[config.mk]
export PLATFORM = sky130hd
export DESIGN_NAME = regfile_writeback
export DESIGN_NICKNAME = d
export VERILOG_FILES = /design/src/rtl/regfile_writeback.sv
export SDC_FILE = /design/constraint.sdc
export NUM_CORES = 1
export LEC_CHECK = 0
export CAP_MARGIN = 20
export CORE_UTILIZATION = 35
export CTS_CLUSTER_SIZE = 16
export DETAILED_ROUTE_END_ITERATION = 16
export HOLD_SLACK_MARGIN = 0.12
export PLACE_DENSITY = 0.7
export SLEW_MARGIN = 20
export SYNTH_ARGS = -nofsm -noshare
export SYNTH_HDL_FRONTEND = slang
export SYNTH_SLANG_ARGS = --single-unit
[constraint.sdc]
create_clock -name clk -period 2.2 [get_ports clk]
set_input_delay 0.33 -clock clk [delete_from_list [all_inputs] [get_ports clk]]
set_output_delay 0.33 -clock clk [all_outputs]
set_load 0.005 [all_outputs]
[src/rtl/regfile_writeback.sv]
// Write-back arbiter for the 32x32 register file: one ALU/LSU result per
// cycle onto the write port, plus a pending-write scoreboard for issue.
module regfile_writeback #(
    parameter int XLEN         = 32,
    parameter int STARVE_LIMIT = 3
) (
    input  logic            clk,
    input  logic            areset,
    input  logic            alu_valid,
    input  logic [4:0]      alu_rd,
    input  logic [XLEN-1:0] alu_data,
    output logic            alu_ready,
    input  logic            lsu_valid,
    input  logic [4:0]      lsu_rd,
    input  logic [XLEN-1:0] lsu_data,
    output logic            lsu_ready,
    input  logic            issue_valid,
    input  logic [4:0]      issue_rd,
    output logic [4:0]      Write_Register,
    output logic [XLEN-1:0] Write_Data,
    output logic            Write_Enable,
    output logic [31:0]     busy
);

    localparam logic [2:0] LIMIT = 3'(STARVE_LIMIT);

    logic [2:0]      starve_q, starve_d;
    logic [31:0]     busy_q, busy_d;
    logic [4:0]      wr_rd_q, wr_rd_d;
    logic [XLEN-1:0] wr_data_q, wr_data_d;
    logic            we_q, we_d;

    logic            alu_gnt;
    logic            lsu_gnt;
    logic            xfer;
    logic [4:0]      xfer_rd;
    logic [XLEN-1:0] xfer_data;

    // Grant: LSU wins ties until the ALU has waited STARVE_LIMIT times.
    always_comb begin
        alu_gnt = 1'b0;
        lsu_gnt = 1'b0;
        if (areset) begin
            if (alu_valid && lsu_valid) begin
                alu_gnt = (starve_q == LIMIT);
                lsu_gnt = (starve_q != LIMIT);
            end else begin
                alu_gnt = alu_valid;
                lsu_gnt = lsu_valid;
            end
        end
    end

    assign alu_ready = alu_gnt;
    assign lsu_ready = lsu_gnt;
    assign xfer      = alu_gnt | lsu_gnt;
    assign xfer_rd   = alu_gnt ? alu_rd : lsu_rd;
    assign xfer_data = alu_gnt ? alu_data : lsu_data;

    // Next state for starvation count, write port stage and scoreboard.
    always_comb begin
        starve_d  = starve_q;
        wr_rd_d   = wr_rd_q;
        wr_data_d = wr_data_q;
        we_d      = 1'b0;
        busy_d    = busy_q;

        if (!alu_valid || alu_gnt) begin
            starve_d = 3'd0;
        end else if (lsu_gnt && starve_q != LIMIT) begin
            starve_d = starve_q + 3'd1;
        end

        if (xfer) begin
            wr_rd_d   = xfer_rd;
            wr_data_d = xfer_data;
            we_d      = (xfer_rd != 5'd0);
            busy_d[xfer_rd] = 1'b0;
        end

        // A new producer for the same register outranks the retiring one.
        if (issue_valid && issue_rd != 5'd0) begin
            busy_d[issue_rd] = 1'b1;
        end

        busy_d[0] = 1'b0;
    end

    // State registers; reset drops any write not yet presented.
    always_ff @(posedge clk or negedge areset) begin
        if (!areset) begin
            starve_q  <= 3'd0;
            busy_q    <= 32'd0;
            wr_rd_q   <= 5'd0;
            wr_data_q <= '0;
            we_q      <= 1'b0;
        end else begin
            starve_q  <= starve_d;
            busy_q    <= busy_d;
            wr_rd_q   <= wr_rd_d;
            wr_data_q <= wr_data_d;
            we_q      <= we_d;
        end
    end

    assign Write_Register = wr_rd_q;
    assign Write_Data     = wr_data_q;
    assign Write_Enable   = we_q;
    assign busy           = busy_q;

endmodule

==> results.json, run 1 <==
{
  "status": "complete, no violations",
  "required_ns": 1.87,
  "ys.flop_type": "dfrtp_1",
  "max-cap-violations": 0,
  "io-pin-count": 156,
  "path_cells": "ha_1 > ha_4 > nor2b_4 > nor2_4 > clkdlybuf4s50_1",
  "die_area_sq_um": 11200,
  "die_w_um": 106,
  "yosys.area.top_type_share_pct": 47.9,
  "layout-drive-gt1-share_pct": 7.95,
  "synthCells": 399,
  "first_pass_iters": 4,
  "arrival_ns": 1.81,
  "timing.final.ws_setup_ns": 0.0623,
  "synth-edff-count": 0,
  "cts.sinks": 72,
  "path_clk_slew_ns": 0.08,
  "synth_cell_types": 38,
  "core_area_sq_um": 10400,
  "wire_per_inst_um": 16.2,
  "cts_root_buf": "clkbuf_8",
  "end_kind": "output port",
  "path_class": "reg -> out",
  "final_hold_viol_count": 0,
  "grt_pass1_vias": 3558,
  "grt_pass1_wl_mm": 18.3,
  "final_core_util_pct": 55.8,
  "htree_levels": 3,
  "p_leak_uw": 0.00251,
  "synth_common_cells": "dfrtp_1 (72), nand2_1 (59), o21ai_0 (49), inv_1 (35), mux2i_1 (34)",
  "dp.cells": 683,
  "place.gp.congestion": 0.813,
  "cp_max_fo": 3,
  "vdd_drop_max_mv": 0.341,
  "yosys.cell_count.top_type": "dfrtp_1",
  "min_path_type": "in -> async",
  "reg2reg_to": "busy[26]",
  "ant_nets": 0,
  "cpPeakStageDelay_ns": 0.44,
  "io_buffers": 154,
  "gr-total-overflow": 0,
  "grt_use_total_pct": 21.0,
  "critPathLaunchType": "register",
  "powerDensity_nw_per_um2": 600,
  "drc_errors": 0,
  "grt_antenna_before_repair": 0,
  "grt_max_degree": 68,
  "finClkSkew_ns": 0.00970,
  "start_util_pct": 36.3,
  "clockBufferDepth": 2,
  "pre_cts_ws_ns": 0.104,
  "hpwl_mm": 8.59,
  "setup_viol": 0,
  "final_cells": 702,
  "async_flop_share_pct": 100,
  "synth_warnings": 0,
  "r2r.worst_path.cells": 7,
  "avgViaCountPerCell": 5.12,
  "row_count": 37,
  "area_delta_synth_final_pct": 54.0,
  "die_h_um": 106,
  "numCtsBuffers": 9,
  "tns_ns": 0,
  "max_freq_mhz": 468,
  "vias": 3591,
  "layout_min_cycle_time_ns": 2.14,
  "cts_tree": "built",
  "cpMaxStageDelayCell": "clkdlybuf4s50_1",
  "syn_area_sq_um": 3760,
  "ff2ff_setup_slack_ns": 0.18,
  "min_period_over_period_pct": 97.2,
  "syn_avg_cell_area_sq_um": 9.42,
  "final_nets": 647,
  "worstMarginPinSlew_ns": 0.832,
  "power_uw": 3470,
  "slew_violations": 0,
  "yosysSeqAreaShare_pct": 47.9,
  "slew_headroom_pct": 44.5,
  "synth_nets": 485,
  "r2r-start": "starve_q[0]",
  "worstSkewPairLatency_ns": 0.34,
  "antenna_cells": 0,
  "routed_wl_mm": 11.4,
  "yosysTopAreaCell": "dfrtp_1",
  "drt_iter0_drc": 273,
  "ys_top_cells_by_area": "dfrtp_1 (48%), mux2i_1 (9.1%), o21ai_0 (6.5%)",
  "synth-seq-cells": 72
}
-- placed cells by master (no fill, tap or decap), types with 2 or more instances in the layout --
| cell type | Yosys | final |
|---|---|---|
| a21boi_0 | 2 | 2 |
| a21oi_1 | 10 | 9 |
| a21oi_4 | 1 | 2 |
| a22oi_1 | 2 | 2 |
| a32oi_1 | 14 | 14 |
| and2_1 | 3 | 3 |
| and3b_1 | 3 | 3 |
| buf_12 | 0 | 2 |
| buf_4 | 6 | 17 |
| bufinv_16 | 0 | 3 |
| clkbuf_8 | 0 | 10 |
| clkdlybuf4s50_1 | 0 | 153 |
| dfrtp_1 | 72 | 72 |
| inv_1 | 35 | 35 |
| mux2i_1 | 34 | 34 |
| nand2_1 | 59 | 59 |
| nand2b_1 | 2 | 2 |
| nand3_1 | 20 | 20 |
| nand4_1 | 4 | 4 |
| nand4b_1 | 4 | 4 |
| nor2_1 | 9 | 9 |
| nor2b_1 | 6 | 6 |
| nor3_1 | 2 | 2 |
| nor3b_1 | 2 | 2 |
| o2111ai_1 | 6 | 6 |
| o211ai_1 | 20 | 20 |
| o21ai_0 | 49 | 49 |
| o21ai_1 | 5 | 4 |
| or4_4 | 3 | 3 |
-- registers in the layout, indices dropped and copies added, names as in the netlist --
name            cells
Write_Register      5
Write_Enable        1
starve_q            3
Write_Data         32
busy               31
-- through the flow --
step | hold slack [ns] | area (sq um)
floorplan | 0.0344 | 3760
global placement | 0.200 | 5500
detailed placement | 0.203 | 5500
CTS | 0.331 | 5760
global route | 0.350 | 5790
finish | 0.278 | 5790
-- how the worst max path moves through the flow --
| stage | from | end | slack, ns | depth (start not counted) |
|---|---|---|---|---|
| floorplan | starve_q[0] | busy[25] | 0.39 | 8 |
| global route | starve_q[0] | alu_ready | -0.01 | 5 |
| global placement | lsu_valid | alu_ready | 0.14 | 4 |
| detailed placement | lsu_valid | alu_ready | 0.10 | 4 |
| CTS | starve_q[0] | alu_ready | 0.03 | 5 |
| finish | starve_q[0] | alu_ready | 0.06 | 5 |
-- power by group --
group	internal (uW)	total (uW)	switching (uW)
combinational	414	713	299
clock	785	1290	505
sequential	1420	1470	50.5
-- final cells by class --
class | instances | area (sq um)
timing repair buffer | 173 | 1710
clock buffer | 11 | 141
tap | 136 | 170
fill | 932 | 4580
clock inverter | 5 | 104
sequential | 72 | 1800
inverter | 35 | 131
multi-input combinational | 270 | 1730
-- metal layers --
layer / part of all wire, % / GRT usage (%)
met5: 0 / 0
met4: 1.7 / 7.14
met3: 5.0 / 4.21
met2: 50 / 34.7
met1: 43 / 27.3
-- kinds of logic after synthesis --
| kind of cell | synth area share, % |
|---|---|
| other | 0.0997 |
| adder cells (fa/ha/maj) | 0.665 |
| flip-flops | 47.9 |
| buffers and inverters | 7.09 |
| multiplexers | 9.05 |
| AND/OR/NAND/NOR | 16.8 |
| AO/OA/AOI/OAI | 18.4 |
-- worst max-delay path, delay by kind of cell, from the launching register on --
kind                       cells  cell delay, ns
adders and majority gates      2            0.43
buffers and inverters          1            0.44
DFF                            1            0.39
and+or+nand+nor                2            0.20
-- what timing repair did --
action                                  CTS  global route
pin swaps                                 0             2
hold endpoints to repair                  7             0
buffers inserted                          1             1
hold buffers                              1             0
endpoints found under the setup margin    2             2
gates resized for setup                   2             2
Power figures use the tool's default switching activity.
==> run 2, diff against run 1 <==
- GPL_ROUTABILITY_DRIVEN: not set -> 0
- PLACE_DENSITY: 0.7 -> 0.75
==> results.json, run 2 (synthesis gave the netlist of run 1 again) <==
{
  "status": "complete, no violations",
  "grt_pass1_vias": 3656,
  "io_buffers": 154,
  "htree_levels": 3,
  "design_area_sq_um": 5710,
  "cpMaxStageDelayCell": "or4_4",
  "grt_pass1_wl_mm": 18.2,
  "final_hold_viol_count": 0,
  "clockBufferDepth": 2,
  "vias": 3617,
  "arrival_ns": 2.26,
  "die_h_um": 106,
  "drt_iter0_drc": 187,
  "routed_wl_mm": 11.5,
  "cts_root_buf": "clkbuf_8",
  "layout_min_cycle_time_ns": 2.04,
  "grt_max_degree": 70,
  "path_class": "reg -> reg",
  "vdd_drop_max_mv": 0.345,
  "avgViaCountPerCell": 5.17,
  "max-cap-violations": 0,
  "min_path_type": "in -> async",
  "slew_violations": 0,
  "start_util_pct": 36.3,
  "r2r.worst_path.cells": 7,
  "cpPeakStageDelay_ns": 0.53,
  "tns_ns": 0,
  "final_nets": 645,
  "row_count": 37,
  "layout-drive-gt1-share_pct": 7.82,
  "wire_per_inst_um": 16.4,
  "worstSkewPairLatency_ns": 0.34,
  "largest_register_ffs": 32,
  "path_cells": "ha_1 > ha_2 > nor2b_4 > buf_4 > or4_4 > a21oi_4 > o21ai_0",
  "end_kind": "register",
  "io-pin-count": 156,
  "required_ns": 2.42,
  "cp_max_fo": 15,
  "numCtsBuffers": 9,
  "min_period_over_period_pct": 92.9,
  "worstMarginPinSlew_ns": 0.906,
  "cts.sinks": 72,
  "final_core_util_pct": 55.0,
  "p_leak_uw": 0.00249,
  "path_clk_slew_ns": 0.08,
  "hpwl_mm": 8.54,
  "grt_antenna_before_repair": 0,
  "first_pass_iters": 4,
  "drc_errors": 0,
  "critPathLaunchType": "register",
  "area_delta_synth_final_pct": 51.7,
  "slew_headroom_pct": 39.6,
  "setup_viol": 0,
  "dp.cells": 680,
  "core_area_sq_um": 10400,
  "final_cell_mix": "clkdlybuf4s50_1 (151), dfrtp_1 (72), nand2_1 (59), o21ai_0 (49), inv_1 (35)",
  "cts_tree": "built",
  "final_cells": 699,
  "max_freq_mhz": 489,
  "powerDensity_nw_per_um2": 566,
  "ant_nets": 0,
  "mostFrequentLayoutCell": "clkdlybuf4s50_1",
  "place_area_sq_um": 5460,
  "gr-total-overflow": 0,
  "grt_use_total_pct": 20.7,
  "die_w_um": 106,
  "finClkSkew_ns": 0.0136,
  "grt_setup_unrepaired": "no",
  "die_area_sq_um": 11200,
  "antenna_cells": 0
}
==> run 2: cell count changes in the layout (fill, tap and decap cells not counted), moves of 2 or more <==
cell	delta
dlymetal6s2s_1	+2
bufinv_16	-2
clkinvlp_4	+3
clkdlybuf4s50_1	-2
==> run 2: per-layer routing <==
| metal | global-route usage, % | vias up | wire [um] |
|---|---|---|---|
| met4 | 8.93 | 0 | 300 |
| met5 | 0 | - | 0 |
| met2 | 34.8 | 126 | 5770 |
| met1 | 25.1 | 1736 | 4800 |
| li1 | - | 1734 | - |
| met3 | 5.32 | 21 | 593 |
==> run 2: critical path: cells and delay by family, from the launching register on <==
| kind | cells | cell delay [ns] |
|---|---|---|
| fa+ha+maj | 2 | 0.38 |
| buf+inv | 1 | 0.18 |
| flops | 1 | 0.36 |
| simple gates | 2 | 0.59 |
| compound gates | 2 | 0.39 |
==> run 2: final cells by class <==
| cell class | count | area [sq um] |
|---|---|---|
| Clock inverter | 5 | 57.6 |
| Sequential cell | 72 | 1800 |
| Fill cell | 941 | 4660 |
| Inverter | 35 | 131 |
| Timing Repair Buffer | 171 | 1690 |
| Multi-Input combinational cell | 270 | 1720 |
| Clock buffer | 10 | 138 |
| Tap cell | 136 | 170 |
==> run 2: timing repair <==
action	in CTS	in global routing
hold buffers	1	0
resized for setup	2	3
buffers inserted	1	2
endpoints found under the setup margin	2	4
endpoints found under the hold margin	3	0
==> run 2: worst paths after layout <==
path	start	endpoint	slack [ns]
setup / recovery	starve_q[1]	busy[8]	0.16
hold / removal	areset	busy[20]	0.33
max in group asynchronous	areset	Write_Register[0]	1.28
setup reg to reg	starve_q[1]	busy[8]	0.16
min in group clk	areset	starve_q[1]	0.34
hold reg to reg	Write_Data[26]	Write_Data[26]	0.48
==> run 2: through the flow <==
stage	hold WS (ns)	setup slack, ns	total power [uW]
floorplan	0.0344	0.395	1730
global placement	0.177	0.0560	2180
detailed placement	0.178	-0.0643	2200
CTS	0.322	0.00101	3260
global route	0.366	0.0370	3390
finish	0.327	0.156	3230
==> run 2: where the power goes <==
group | switching [uW] | internal [uW] | leakage, uW
clock | 512 | 547 | 0.0000904
sequential | 54.0 | 1420 | 0.000782
combinational | 290 | 409 | 0.00162
total | 856 | 2380 | 0.00249
